**src/rtl/issue_scoreboard.sv**
```systemverilog
// Decode-stage scoreboard for long-latency writers: per-register busy bits, RAW/WAW stall,
// fence/CSR drain sequencing and a writeback watchdog.
module issue_scoreboard #(
    parameter int NREG      = 32,
    parameter int WD_CYCLES = 1024,
    parameter int CNT_W     = 6
) (
    input  logic             clk,
    input  logic             rst,
    input  logic             valid_D,
    input  logic             ready_E,
    input  logic [4:0]       rs1_D,
    input  logic [4:0]       rs2_D,
    input  logic             use_rs1_D,
    input  logic             use_rs2_D,
    input  logic [4:0]       rd_D,
    input  logic             long_D,
    input  logic             wb_long,
    input  logic [4:0]       wb_rd,
    input  logic             drain_req,
    output logic             stall_D,
    output logic             issue_fire,
    output logic             drain_done,
    output logic [CNT_W-1:0] outstanding,
    output logic             err_hang
);

    localparam int WD_W = $clog2(WD_CYCLES + 1);

    typedef enum logic [1:0] {RUN, DRAIN, DONE} state_t;

    state_t            state;
    logic [NREG-1:0]   busy;
    logic [WD_W-1:0]   wd_cnt;
    logic [WD_W-1:0]   wd_next;
    logic [CNT_W-1:0]  out_next;
    logic              raw;
    logic              waw;
    logic              set_busy;
    logic              clr_busy;

    always_comb begin
        raw        = (use_rs1_D & busy[rs1_D]) | (use_rs2_D & busy[rs2_D]);
        waw        = long_D & busy[rd_D];
        stall_D    = valid_D & (raw | waw | (state != RUN));
        issue_fire = valid_D & ~stall_D & ready_E;
        set_busy   = issue_fire & long_D & (rd_D != 5'd0);
        // Writebacks to idle registers are dropped so the counter tracks busy[] exactly.
        clr_busy   = wb_long & (wb_rd != 5'd0) & busy[wb_rd];
        out_next   = outstanding + CNT_W'(set_busy) - CNT_W'(clr_busy);
        wd_next    = wd_cnt;
        if ((outstanding == '0) || clr_busy)
            wd_next = '0;
        else if (wd_cnt != WD_W'(WD_CYCLES))
            wd_next = wd_cnt + 1'b1;
    end

    always_ff @(posedge clk) begin
        if (rst) begin
            busy        <= '0;
            outstanding <= '0;
            state       <= RUN;
            drain_done  <= 1'b0;
            err_hang    <= 1'b0;
            wd_cnt      <= '0;
        end else begin
            if (set_busy)
                busy[rd_D] <= 1'b1;
            if (clr_busy)
                busy[wb_rd] <= 1'b0;
            outstanding <= out_next;
            wd_cnt      <= wd_next;
            if (wd_next == WD_W'(WD_CYCLES))
                err_hang <= 1'b1;
            drain_done <= 1'b0;
            case (state)
                RUN: begin
                    if (drain_req)
                        state <= DRAIN;
                end
                DRAIN: begin
                    // Look at the post-update count so a final clear finishes the drain this cycle.
                    if (out_next == '0) begin
                        state      <= DONE;
                        drain_done <= 1'b1;
                    end
                end
                DONE: begin
                    state <= RUN;
                end
                default: begin
                    state <= RUN;
                end
            endcase
        end
    end

endmodule

```
**config.mk**
```make
export PLATFORM = sky130hd
export DESIGN_NAME = issue_scoreboard
export DESIGN_NICKNAME = d
export VERILOG_FILES = /design/src/rtl/issue_scoreboard.sv
export SDC_FILE = /design/constraint.sdc
export NUM_CORES = 1
export LEC_CHECK = 0
export ABC_AREA = 1
export CORE_MARGIN = 1.5
export CORE_UTILIZATION = 29
export CTS_BUF_LIST = sky130_fd_sc_hd__clkbuf_8
export DETAILED_ROUTE_END_ITERATION = 7
export PLACE_DENSITY = 0.44
export SETUP_SLACK_MARGIN = 0.3
export SKIP_LAST_GASP = 1
export SLEW_MARGIN = 20
export SYNTH_ARGS = -nofsm -noshare
export SYNTH_HDL_FRONTEND = slang
export SYNTH_SLANG_ARGS = --single-unit
```
**constraint.sdc**
```tcl
create_clock -name clk -period 12.5 [get_ports clk]
set_input_delay 3.75 -clock clk [delete_from_list [all_inputs] [get_ports clk]]
set_output_delay 3.75 -clock clk [all_outputs]
set_load 0.05 [all_outputs]
```
# --- Word-level counts from Yosys, hierarchy flattened ---
# Cells that the tools add are included.
word_totals:
  output_inout_bits: 10
  ff_bits: 53
  elab_cells: 70
  input_bits: 29
classes:
  addsub: 3
  mux: 21
  reduce_logical: 11
  eq_ne: 5
  magnitude_cmp: 6
  bitwise: 18
ops:
  columns: ["op", "count"]
  rows:
  - ["$mux W32", 3]
  - ["$and A32 B32 Y32", 1]
  - ["$not A32 Y32", 1]
  - ["$or A32 B32 Y32", 1]
  - ["$lt A5 B6 Y1 const B", 4]
  - ["$mux W11", 2]
  - ["$bmux W1 S5", 4]
  - ["$logic_not A6 Y1", 2]
  - ["$add A11 B1 Y11 const B", 1]
  - ["$eq A11 B11 Y1 const B", 1]
  - ["$ne A11 B11 Y1 const B", 1]
  - ["$and A1 B1 Y1", 10]
  - ["$demux W1 S5", 2]
  - ["$ge A5 B1 Y1 const B", 2]
  - ["$reduce_bool A5 Y1", 2]
  - ["$mux W1", 7]
  - ["$add A6 B1 Y6", 1]
  - ["$sub A6 B1 Y6", 1]
  - ["$mux W2", 2]
  - ["$ne A2 B2 Y1 const B", 2]
  - ["$pmux W2 S2", 1]
  - ["$or A1 B1 Y1", 3]
  - ["$eq A2 B1 Y1 const B", 1]
  - ["$logic_and A1 B1 Y1", 2]
  - ["6 further kinds", 7]

# --- Depth between registers and ports, before layout ---
# Gate-level depths: netlist of run 1.
logic_depth:
  ltp_word: 17
  mapped_depth: 27
  depth_no_buf: 25

# --- Least setup slack after synthesis of run 1 ---
# No wires, ideal clock.
synth_path:
  kind: "input to output"
  startpoint: "in rs2_D[1]"
  endpoint: "out issue_fire"
  n_path_buf: 2
  arrival_ps: 5058
  path_stages: 12
  required_ps: 8750
  setup_slack_ps: 3692
  path_cell_list: "buf_2 clkinv_1 a21oi_1 o21ai_0 nand3_1 nand2_1 nand2_1 nand3_1 nand3_1 nand3_2 nor2_4 buf_6"
synth_via:
  elab_chain_cells: 10
synth_lines:
  columns: ["element", "line", "rtl"]
  rows:
  - ["from (decl)", "13", "input logic [4:0] rs2_D,"]
  - ["$bmux W1 S5", "43", "raw = (use_rs1_D & busy[rs1_D]) | (use_rs2_D & busy[rs2_D]);"]
  - ["$mux W1 (not written as such)", "43", null]
  - ["$and A1 B1 Y1", "43", null]
  - ["$or A1 B1 Y1", "43", null]
  - ["$or A1 B1 Y1 (2 in a row)", "45", "stall_D = valid_D & (raw | waw | (state != RUN));"]
  - ["$and A1 B1 Y1", "45", null]
  - ["$not A1 Y1", "46", "issue_fire = valid_D & ~stall_D & ready_E;"]
  - ["$and A1 B1 Y1 (2 in a row)", "46", null]
  - ["to (decl)", "22", "output logic issue_fire,"]
# Every way passes these cells. The select of a mux whose other input is x is not followed.

# --- Worst setup path in the final report of run 1 ---
layout_path:
  startpoint: "in rd_D[0]"
  endpoint: "out issue_fire"
layout_via:
  elab_chain_cells: 9
layout_lines:
  columns: ["element", "line", "rtl"]
  rows:
  - ["from (decl)", "16", "input logic [4:0] rd_D,"]
  - ["$bmux W1 S5", "44", "waw = long_D & busy[rd_D];"]
  - ["$mux W1 (not written as such)", "44", null]
  - ["$and A1 B1 Y1", "44", null]
  - ["$or A1 B1 Y1 (2 in a row)", "45", null]
  - ["$and A1 B1 Y1", "45", null]
  - ["$not A1 Y1", "46", null]
  - ["$and A1 B1 Y1 (2 in a row)", "46", null]
# Every way passes these cells. The select of a mux whose other input is x is not followed.

==> impl_metrics.sql, run 1 <==
INSERT INTO impl_metrics (metric_group, metric, value, unit) VALUES
('routing', 'avgViaCountPerCell', '5.01', ''),
('pwr', 'p_int', '283', 'µW'),
('worst_hold_path', 'hold-path-cell-count', '2', ''),
('floorplan', 'fp.dieW', '121', 'µm'),
('finish', 'finish.utilization', '0.345', ''),
('worst_hold_path', 'min_delay_worst_endpoint', 'err_hang', ''),
('pwr', 'power_leakage', '0.00184', 'µW'),
('sta', 'finalSetupViolCount', '0', ''),
('yosys', 'top_cell_type_s_share_of_synthesized_area', '0.262', ''),
('sta', 'finalClockSkew', '0.0198', 'ns'),
('pwr', 'share_seq_of_total_power', '0.409', ''),
('routing', 'detailedRoute.firstPassIterationCount', '5', ''),
('clocking', 'post_cts.resized_instances', '0', ''),
('floorplan', 'die_y', '121', 'µm'),
('setup_path', 'crit-reg2reg-capture', 'state[0]', ''),
('yosys', 'yosys.cell_types.count', '30', ''),
('yosys', 'mappedNetlistArea', '0.00405', 'mm²'),
('clocking', 'cts.reportedPaths.clkPinSlew', '0.10', 'ns'),
('clocking', 'ctsHtreeMaxLevel', '2', ''),
('finish', 'nets', '759', ''),
('sta', 'rsz0062_at_grt', 'false', ''),
('floorplan', 'num_rows', '42', ''),
('yosys', 'synth_seq_cells', '53', ''),
('pwr', 'ir_drop', '0.0710', 'mV'),
('clocking', 'root_buffer', 'clkbuf_8', ''),
('status', 'status', 'finished, final reports clean', ''),
('pwr', 'power.combinational.fraction', '0.300', ''),
('routing', 'drt.antenna.violating_nets', '0', ''),
('pwr', 'clock_power_share', '0.291', ''),
('clocking', 'post_cts_buffers', '0', ''),
('yosys', 'main_area_contributors_after_synthesis', 'dfxtp_1, nand2_1, nand3_1, inv_1, nor2_1', ''),
('sta', 'final-hold-violation-count', '0', ''),
('setup_path', 'reg2reg_from', 'busy[20]', ''),
('clocking', 'numClockSinks', '53', ''),
('global_route', 'first_global_vias', '4361', ''),
('floorplan', 'pin_count', '39', ''),
('global_route', 'antenna_found_initial', '0', ''),
('placement', 'gp_congestion', '0.889', ''),
('routing', 'drc', '0', ''),
('setup_path', 'cp-start-kind', 'input port', ''),
('setup_path', 'timing.critical_path.to_type', 'primary output', ''),
('sta', 'max_clock_freq', '0.0934', 'GHz'),
('routing', 'detailroute.via_count', '4485', ''),
('sta', 'max_slew_margin', '0.245', ''),
('yosys', 'post_synth_inst_count', '697', ''),
('global_route', 'maximum_number_of_pins_on_one_net_before_global_route_repair', '33', ''),
('yosys', 'yosysWarningCount', '0', ''),
('setup_path', 'internal_reg_to_reg_setup_slack', '8.62', 'ns'),
('setup_path', 'timing.critical_path.fanout_max', '23', ''),
('floorplan', 'dieArea', '0.0147', 'mm²'),
('clocking', 'cts_max_path_bufs', '2', ''),
('pwr', 'sw_frac_of_total', '0.357', ''),
('worst_hold_path', 'hp-class', 'register to register', ''),
('setup_path', 'reg2reg_path_depth', '24', ''),
('floorplan', 'core-area', '0.0135', 'mm²'),
('pwr', 'power_density', '94.8', 'mW/mm²'),
('finish', 'nFillCells', '1573', ''),
('sta', 'final-max-slew-violation-count', '0', ''),
('clocking', 'cts_hold_buffers', '0', ''),
('yosys', 'seq_area_frac_synth', '0.262', ''),
('sta', 'timing.final.crit_share', '0.857', ''),
('placement', 'place.port_buffers', '38', ''),
('clocking', 'tritoncts', 'done', ''),
('routing', 'drt-total-wl', '14000', 'µm'),
('global_route', 'grt_pass1_wl', '22800', 'µm'),
('global_route', 'overall_global_routing_resource_usage', '0.198', ''),
('routing', 'detail_route.iter0.violations', '431', ''),
('setup_path', 'setup.worst_path.class', 'input port to primary output', ''),
('placement', 'post-dp-hpwl', '10800', 'µm'),
('pwr', 'power_switching', '157', 'µW'),
('placement', 'numPlacedInstances', '888', '');
registers in the layout, summed over array words and instances (netlist names):
signal and cells:
wd_cnt 11, state 2, err_hang 1, outstanding 6
drain_done 1, busy 32
power by group through the flow:
stage               sequential, µW  combinational (µW)  clock (µW)
floorplan                      194                78.8           0
global placement               184                 132           0
detailed placement             184                 133           0
CTS                            180                 134         133
global route                   181                 147         137
finish                         180                 132         128
worst max path at each step:
stage / start / to / slack [ns]
floorplan: rs2_D[1] / issue_fire / 3.69
global placement: rd_D[0] / issue_fire / 1.79
detailed placement: rd_D[0] / issue_fire / 1.77
CTS: rd_D[0] / issue_fire / 1.76
global route: rd_D[0] / issue_fire / 1.52
finish: rd_D[0] / issue_fire / 1.79
cell usage in the layout, fill, tap and decap left out, types with 6 or more instances in the layout:
cell | Yosys | routed
nand2_1 | 199 | 199
nand3_1 | 111 | 111
inv_1 | 88 | 89
nor2_1 | 71 | 71
dfxtp_1 | 53 | 53
a21oi_1 | 48 | 48
clkdlybuf4s50_1 | 0 | 38
o21ai_0 | 24 | 24
nor3_1 | 18 | 18
o22ai_1 | 16 | 16
xor2_1 | 10 | 10
ha_1 | 10 | 10
clkbuf_8 | 0 | 6
critical path, stage by stage:
cell and delay [ns]:
clkdlybuf4s50_1 1.00, inv_2 0.29, nand2_1 0.13, nand2_1 0.06, nand2_1 0.05, nand2_1 0.06, nand2_1 0.05, nand2_1 0.05
nor2_1 0.14, nand2_1 0.07, a21oi_1 0.17, nand3_2 0.12, nor2_4 0.15, clkdlybuf4s50_1 0.83
Yosys cell counts:
| cell type | count |
|---|---|
| xor2_1 | 10 |
| clkbuf_1 | 6 |
| o21ai_1 | 2 |
| nor2_1 | 71 |
| dfxtp_1 | 53 |
| buf_2 | 7 |
| buf_1 | 5 |
| o21ai_0 | 24 |
| buf_4 | 3 |
| nor2_4 | 3 |
| inv_1 | 88 |
| clkinv_1 | 2 |
| nand3_2 | 1 |
| ha_1 | 10 |
| nand2_2 | 1 |
| nand3_1 | 111 |
| nor4_1 | 2 |
| fa_1 | 1 |
| nor3_1 | 18 |
| nand2_1 | 199 |
| nor2_2 | 1 |
| a21oi_1 | 48 |
| a21oi_2 | 1 |
| inv_2 | 4 |
| nand4_1 | 1 |
| buf_6 | 3 |
| a21oi_4 | 1 |
| xnor2_1 | 4 |
| and3_1 | 1 |
| o22ai_1 | 16 |
cell type report:
cell class / count / area (µm²) / share of cell area
clock buffers: 6 / 82.6 / 0.0178
repair buffers: 39 / 388 / 0.0836
inverters: 94 / 353 / 0.0760
well taps: 176 / 220 / 0.0474
multi-input cells: 526 / 2500 / 0.539
flip-flops and latches: 53 / 1060 / 0.229
clock inverters: 2 / 33.8 / 0.00728
metal layers:
metal  track usage  vias up  part of all wire
met1         0.256     2056              0.45
met3        0.0273       19             0.058
met5             0        -                 0
met4        0.0676        0             0.025
li1              -     2278                 -
met2         0.338      132              0.47
cells by family after synthesis:
family                   after synthesis  synth area share
XOR/XNOR                              14            0.0303
flip-flops                            53             0.262
adder cells (fa/ha/maj)               11            0.0358
buffers and inverters                118             0.120
AO/OA/AOI/OAI                         92             0.122
AND/OR/NAND/NOR                      409             0.430
metrics by stage:
step / cell area, µm² / setup WS [ns] / hold slack (ns) / total power (µW)
after floorplan: 4050 / 3.69 / 0.443 / 273
after global placement: 4530 / 1.79 / 0.441 / 316
after detailed placement: 4530 / 1.77 / 0.444 / 317
after CTS: 4640 / 1.76 / 0.462 / 447
after global routing: 4640 / 1.52 / 0.495 / 466
final: 4640 / 1.79 / 0.455 / 440
Note: power is estimated with default switching activity, not from simulation.
==> inputs of run 2 (changes only) <==
--- a/config.mk
+++ b/config.mk
@@ -9,6 +9,7 @@
 export CORE_MARGIN = 1.5
 export CORE_UTILIZATION = 29
 export CTS_BUF_LIST = sky130_fd_sc_hd__clkbuf_8
+export CTS_CLUSTER_SIZE = 28
 export DETAILED_ROUTE_END_ITERATION = 7
 export PLACE_DENSITY = 0.44
 export SETUP_SLACK_MARGIN = 0.3
==> results of run 2 <==
No change in the layout: final DEF, timing and power equal those of run 1.
